[src/rtl/regfile_wb_arbiter.sv]
// Round-robin arbiter sharing the integer register file write port between the
// execute (req0) and load (req1) writeback paths, with a registered write command.
module regfile_wb_arbiter #(
    parameter int unsigned WIDTH      = 32,
    parameter int unsigned ADDR_WIDTH = 5,
    parameter int unsigned CNT_WIDTH  = 16
) (
    input  logic                  clk,
    input  logic                  rst,
    input  logic                  flush,
    input  logic                  req0_valid,
    output logic                  req0_ready,
    input  logic [ADDR_WIDTH-1:0] req0_addr,
    input  logic [WIDTH-1:0]      req0_data,
    input  logic                  req1_valid,
    output logic                  req1_ready,
    input  logic [ADDR_WIDTH-1:0] req1_addr,
    input  logic [WIDTH-1:0]      req1_data,
    output logic                  wr_en,
    output logic [ADDR_WIDTH-1:0] wr_addr,
    output logic [WIDTH-1:0]      wr_data,
    output logic                  wr_src,
    output logic [CNT_WIDTH-1:0]  conflict_cnt
);

    typedef struct packed {
        logic                  en;
        logic [ADDR_WIDTH-1:0] addr;
        logic [WIDTH-1:0]      data;
        logic                  src;
    } wr_cmd_t;

    localparam int unsigned CmdW = $bits(wr_cmd_t);

    wr_cmd_t                wr_q, wr_d;
    logic                   last_grant_q, last_grant_d;
    logic [CNT_WIDTH-1:0]   cnt_q, cnt_d;
    logic                   both_valid;
    logic                   hs0, hs1;

    assign both_valid = req0_valid && req1_valid;

    // Grant: single requester wins outright; on contention the one not granted last wins.
    always_comb begin
        req0_ready = 1'b0;
        req1_ready = 1'b0;
        if (!flush) begin
            if (both_valid) begin
                req0_ready = last_grant_q;
                req1_ready = !last_grant_q;
            end else begin
                req0_ready = req0_valid;
                req1_ready = req1_valid;
            end
        end
    end

    assign hs0 = req0_valid && req0_ready;
    assign hs1 = req1_valid && req1_ready;

    // Next write command; address/data/source hold when nothing is accepted.
    always_comb begin
        wr_d         = wr_q;
        wr_d.en      = 1'b0;
        last_grant_d = last_grant_q;
        if (hs0) begin
            wr_d.en      = |req0_addr;
            wr_d.addr    = req0_addr;
            wr_d.data    = req0_data;
            wr_d.src     = 1'b0;
            last_grant_d = 1'b0;
        end else if (hs1) begin
            wr_d.en      = |req1_addr;
            wr_d.addr    = req1_addr;
            wr_d.data    = req1_data;
            wr_d.src     = 1'b1;
            last_grant_d = 1'b1;
        end
    end

    // Contention counter saturates at all-ones; flush cycles still count.
    always_comb begin
        cnt_d = cnt_q;
        if (both_valid && (cnt_q != {CNT_WIDTH{1'b1}})) begin
            cnt_d = cnt_q + CNT_WIDTH'(1);
        end
    end

    always_ff @(posedge clk or posedge rst) begin
        if (rst) begin
            wr_q         <= CmdW'(0);
            last_grant_q <= 1'b1;
            cnt_q        <= '0;
        end else begin
            wr_q         <= wr_d;
            last_grant_q <= last_grant_d;
            cnt_q        <= cnt_d;
        end
    end

    assign wr_en        = wr_q.en;
    assign wr_addr      = wr_q.addr;
    assign wr_data      = wr_q.data;
    assign wr_src       = wr_q.src;
    assign conflict_cnt = cnt_q;

endmodule

[config.mk]
export PLATFORM = sky130hd
export DESIGN_NAME = regfile_wb_arbiter
export DESIGN_NICKNAME = d
export VERILOG_FILES = /design/src/rtl/regfile_wb_arbiter.sv
export SDC_FILE = /design/constraint.sdc
export NUM_CORES = 1
export LEC_CHECK = 0
export ABC_CLOCK_PERIOD_IN_PS = 1700
export CORE_UTILIZATION = 56
export DETAILED_ROUTE_END_ITERATION = 6
export DONT_BUFFER_PORTS = 1
export PLACE_DENSITY = 0.8
export RECOVER_POWER = 25
export SLEW_MARGIN = 5
export SYNTH_ARGS = -nofsm -noshare
export SYNTH_HDL_FRONTEND = slang
export SYNTH_SLANG_ARGS = --single-unit
[constraint.sdc]
create_clock -name clk -period 1.7 [get_ports clk]
set_clock_uncertainty 0.05 [all_clocks]
set_input_delay 0.255 -clock clk [delete_from_list [all_inputs] [get_ports clk]]
set_output_delay 0.255 -clock clk [all_outputs]
set_load 0.02 [all_outputs]
==> results.md, run 1 <==
* Worst hold path type: input pin to flop
* Final WL at 5820 µm
* Net Count, Synth at 293
* CTS Root Cell: clkbuf_8
* Syn Inst Count at 213
* Crit Reg-Reg Endpoint: conflict_cnt[6]
* Leakage at 1.42 nW
* # DRC at 0
* Vias in the first global route at 1797
* Worst-path fanout max at 18
* Worst Setup Start Kind: flop
* Seq pwr share at 55.2%
* # nets final at 314
* Dpl cell area at 0.00272 mm²
* Multi-input logic area at 885 µm²
* Share of layout cells above drive strength 1 at 18.3%
* Post_cts resized at 0
* Htree depth at 2
* Drt wl/cell at 20.4 µm
* Register area at 0.00140 mm²
* Adder and majority gate portion of the synthesized area at 0.503%
* Area leader, netlist: dfrtp_1
* Mean post-synth cell area at 11.7 µm²
* Synth Area in XOR/XNOR at 4.93%
* Post-synth EDFFs at 0
* Clk pwr share at 24.8%
* Global-route wire length before repair at 8470 µm
* Synth Area in Compound Gates at 20.1%
* Initial antenna violation count at 0
* Largest net degree at the start of global routing at 31
* Clk buf depth at 2
* Residual antenna-violating net count after detailed routing at 0
* Antenna cells at 0
* Final setup TNS at 0 ps
* Fmax at 620 MHz
* Starting density of the core at 60.1%
* Mapped Area at 0.00249 mm²
* Hold Crit Endpoint: wr_data[20]
* Worst Hold Depth at 2
* Fin. Hold Viols at 0
* Top_reg_cell synth: dfrtp_1
* Hpwl dp at 4380 µm
* Family with the most delay on the worst path: flip-flops
* Cell area after layout at 0.00284 mm²
* Layout Area Growth over Synthesis at 14.2%
* WP data arrival at 1310 ps
* Synth top area share at 55.3%
* Top post-synthesis cells by area: dfrtp_1, a222oi_1, inv_1, xnor2_1, buf_2
* All-Layer GR Usage at 25.1%
* Die Ht at 68.7 µm
* Core ar. at 0.00414 mm²
* Worst skew pair latency at 300 ps
* Critical Path End Type: primary output
* Total CTS buffers at 5
* GRT busiest layer: met2
* Core Util, Final at 68.6%
* GR Layer Usage met3 at 8.39%
* Simple-Gate Fraction of Synth Area at 9.15%
* GR Util met2 at 45.3%
* Combinational Power Share at 20.1%
* PwrDens at 1200 mW/mm²
* Ys Warns at 0
* Peak supply drop at 0.966 mV
* Mux share of post-synthesis cell area at 0.452%
* Setup violators final at 0
* Switching Share at 33.2%
* Die area at 0.00471 mm²
* RSZ-0062 raised after global routing: false
* Synth cell count leaders: dfrtp_1, inv_1, a222oi_1, xnor2_1, buf_2
* Post-synthesis cell type count at 34
* Synth async-reset ratio at 100%
* R2r startpoint: conflict_cnt[13]
* Setup CP Type: flop to primary output
* Internal power at 2.27 mW
* Largest family of logic cells by synthesized area: compound AO/OA/AOI/OAI gates
* Slowest stage cell, crit path: dfstp_2
* M1 GR Usage at 28.5%
* Vias at 1877
* Flop2flop setup slack at 160 ps
* Post-CTS setup repair buffer count at 0
* Vias/cell at 6.59
* Fin. max-slew vios at 0
* Worst hold start: req0_data[20]
* Worst path bufs/invs at 1
* Clock transition at the registers of the reported paths at 90 ps
* Crit path cell chain: o211a_1, buf_4
* FF-to-FF path depth at 4
* CTS tree: done
* Fillers at 331
* Critical Path RT at 1390 ps
* Cts hold-fix bufs at 1
* Period utilisation layout at 94.9%
* Die X at 68.7 µm
* Max_slew headroom at 29.6%
* Slowest Stage Delay on Critical Path at 570 ps
* Initial DRC count at 203
* Final GP Congestion at 0.820
* Synth Register Bits at 56
* Rows at 23
* Worst Max-Slew Pin Slew at 1050 ps
* Ports at 136
* NetSw at 1.13 mW
* Final worst path period need at 1610 ps
* Count leader, synth: dfrtp_1
* First drt pass iteration count at 7
* Gr ovfl total at 0
* CTS sink cnt at 56
* CP Depth at 2
* Port-buffer cells at 0
* Max cap viols at 0
* Status: finished, final reports clean
* Seq/Total Area, Yosys at 56.4%
==> through the flow <==
step | std cells | power, mW | hold WS (ps) | setup slack [ps]
after CTS | 285 | 3.44 | 11.8 | 67.9
after global placement | 276 | 2.56 | 181 | 216
after detailed placement | 276 | 2.58 | 184 | 172
after floorplan | 213 | 2.34 | 330 | 23.6
final | 285 | 3.40 | 28.6 | 86.9
after global routing | 285 | 3.59 | 1.78 | 2.73
==> state kept, by name, summed over array words and instances, names as in the netlist <==
| signal | cells |
|---|---|
| wr_src | 1 |
| last_grant_q | 1 |
| wr_en | 1 |
| wr_data | 32 |
| wr_addr | 5 |
| conflict_cnt | 16 |
==> kinds of logic (layout without fill, tap and decap cells) <==
kind of cell / Yosys count / count (layout)
AOI/OAI and AO/OA: 54 / 54
adders and majority gates: 1 / 1
muxes: 1 / 1
buffers and inverters: 53 / 75
DFF: 56 / 56
and+or+nand+nor: 34 / 34
xor gates and xnor gates: 14 / 14
==> layout make-up <==
class	count	share of cell area (%)
Sequential cell	56	49.4
Timing Repair Buffer	27	8.10
Inverter	40	5.28
Multi-Input combinational cell	104	31.1
Clock buffer	5	2.42
Tap cell	50	2.20
Clock inverter	3	1.50
==> placed cells by master (no fill, tap or decap), types with 2 or more instances in the layout <==
master and n:
buf_4 24, and4_1 2, o21ai_0 3, nand3_1 7, dfrtp_1 55, inv_1 40
or4_1 2, nor4_2 2, o21ai_2 2, buf_12 2, o211ai_1 3, xor2_1 3
a311o_1 2, a21o_1 2, clkbuf_8 5, nor3_1 2, and2_1 3, a222oi_1 37
nand2_1 6, nand4_1 2, xnor2_1 11, and3_1 4
==> worst register-to-register path: stages, from the launching register on <==
cell,delay (ps)
dfrtp_1,380
and4_1,270
and2_1,230
a311o_1,370
xnor2_1,140
==> metal layers <==
metal  up-vias  routed length [µm]
met5         -                   0
li1        848                   -
met2       111                3030
met4         0                  27
met1       914                2270
met3         4                 495
==> power by group through the flow <==
stage          Clock (mW)  Sequential, mW  Combinational, mW
2_1_floorplan           0            1.98              0.355
3_3_place_gp            0            1.89              0.667
3_5_place_dp            0            1.90              0.686
4_1_cts             0.874            1.87              0.689
5_1_grt             0.933            1.91              0.750
6_report            0.842            1.88              0.682
==> how the worst max path moves through the flow <==
| stage | from | endpoint |
|---|---|---|
| floorplan | conflict_cnt[2] | conflict_cnt[1] |
| global placement | conflict_cnt[13] | conflict_cnt[6] |
| detailed placement | conflict_cnt[13] | conflict_cnt[6] |
| CTS | last_grant_q | req0_ready |
| global route | last_grant_q | req0_ready |
| finish | last_grant_q | req0_ready |
No activity file was read; power rests on OpenSTA's default activity.
==> run 2: changes to the inputs <==
- SETUP_SLACK_MARGIN: unset -> 0.15
==> run 2 against run 1 <==
  * The flow now finishes with violations (DRC)
  * Count of clock-buffer cells in the layout up 2
  * Setup slack better by 84 ps
  * Via count up 2.6%
  * Global-route usage up 1.8 points
  * Utilization up 2.3 points
  * Routed wire length up 6.3%
  * Sequential share of layout area down 1.5 points
  * Sequential power about the same
  * Fmax up 5.5%
  * Flip-flop and latch count unchanged
  * Clock power down 18%
  * Combinational power up 8.9%
  * Critical endpoint unchanged
==> results.md, run 2 (synthesis results as in run 1) <==
* Period utilisation layout at 90.0%
* Vias in the first global route at 1822
* Dpl cells at 275
* Critical Path End Type: primary output
* Rows at 23
* Multi-input logic area at 900 µm²
* CTS tree: done
* Cell area after layout at 0.00294 mm²
* Clk pwr share at 20.9%
* FF-to-FF path depth at 5
* Combinational Power Share at 22.4%
* Fillers at 326
* Gr ovfl total at 0
* Fin. max-slew vios at 0
* Fmax at 654 MHz
* Failing checks: DRC
* Final GP Congestion at 0.835
* Htree depth at 2
* Die area at 0.00471 mm²
* Worst hold start: req0_data[23]
* Vias/cell at 6.69
* # nets final at 317
* Worst hold path type: input pin to flop
* Vias at 1926
* Worst-path fanout max at 5
* Largest net degree at the start of global routing at 35
* Setup CP Type: flop to primary output
* Flop2flop setup slack at 210 ps
* Total power draw at 3.31 mW
* NetSw at 1.14 mW
* Leakage at 1.45 nW
* Dpl cell area at 0.00273 mm²
* Worst Setup Start Kind: flop
* Hpwl dp at 4310 µm
* Clock transition at the registers of the reported paths at 90 ps
* Fin. Hold Viols at 0
* Max reg flops at 32
* Peak supply drop at 0.670 mV
* Clk buf depth at 2
* Worst Hold Depth at 2
* Global-route wire length before repair at 8980 µm
* Total CTS buffers at 5
* Residual antenna-violating net count after detailed routing at 0
* Seq pwr share at 56.6%
* Antenna cells at 0
* CTS Root Cell: clkbuf_8
* CTS sink cnt at 56
* Status: finished, violations left
* Most frequent cells in the layout: dfrtp_1, inv_1, a222oi_1
* Most common cell after layout, fill and taps aside: dfrtp_1
* Switching Share at 34.5%
* # DRC at 4
* First drt pass iteration count at 7
* Final WL at 6190 µm
* Register area at 0.00140 mm²
* Ports at 136
* Initial DRC count at 281
* Core ar. at 0.00414 mm²
* Critical Path RT at 1390 ps
* Port-buffer cells at 0
* Drt wl/cell at 21.5 µm
* Die Ht at 68.7 µm
* Final cell count without fillers at 288
* Worst skew pair latency at 300 ps
* PwrDens at 1130 mW/mm²
* Internal power at 2.17 mW
* Final setup TNS at 0 ps
* RSZ-0062 raised after global routing: true
* Layout Area Growth over Synthesis at 17.9%
* Hold Slack at 26.4 ps
* Share of layout cells above drive strength 1 at 21.4%
* Setup crit start: last_grant_q
* R2r startpoint: last_grant_q
* Worst Max-Slew Pin Slew at 1160 ps
* Starting density of the core at 60.1%
* WP data arrival at 1220 ps
* Max cap viols at 0
* Setup violators final at 0
* Die X at 68.7 µm
* Max_slew headroom at 22.0%
* All-Layer GR Usage at 26.9%
* Initial antenna violation count at 0
* Final worst path period need at 1530 ps
[run 2: critical path: stages (launching register included)]
cell and delay (ps):
dfstp_2 580, o211a_4 210, buf_12 130
[run 2: metal layers]
metal | vias to the layer above | share of wire [%] | GRT usage [%]
li1 | 858 | - | -
met1 | 942 | 42 | 37.0
met2 | 119 | 49 | 42.0
met3 | 7 | 7.7 | 5.43
met4 | 0 | 1.1 | 10.2
met5 | - | 0 | 0
[run 2: metrics by stage]
stage | util, % | worst slack, ps
after global placement | 65.9 | 250
final | 70.8 | 170
after floorplan | - | 29.2
after CTS | 70.0 | 151
after detailed placement | 65.9 | 233
after global routing | 70.8 | 130
[run 2: what timing repair did]
action	CTS	global route
resized for setup	1	3
hold endpoints to repair	22	0
cloned	2	1
hold buffers	1	0
buffers inserted	0	1
setup endpoints to repair	1	11
pin swaps	1	2
[run 2: worst paths after layout]
kind                                        end
worst max-delay path                 req0_ready
worst min-delay path                wr_data[23]
worst max register to register       wr_data[4]
worst min register to register  conflict_cnt[8]
max in group asynchronous           wr_data[19]
min in group asynchronous            wr_data[8]
[run 2: power groups by stage]
| stage | combinational (mW) | clock [mW] | sequential, mW |
|---|---|---|---|
| floorplan | 0.356 | 0 | 1.98 |
| global placement | 0.678 | 0 | 1.89 |
| detailed placement | 0.704 | 0 | 1.90 |
| CTS | 0.735 | 0.721 | 1.87 |
| global route | 0.815 | 0.765 | 1.91 |
| finish | 0.743 | 0.694 | 1.88 |
[run 2: layout make-up]
type | count | area share, %
Tap cell | 50 | 2.13
Inverter | 40 | 5.16
Sequential cell | 56 | 47.8
Clock inverter | 1 | 0.298
Timing Repair Buffer | 30 | 11.3
Multi-Input combinational cell | 104 | 30.6
Clock buffer | 7 | 2.60
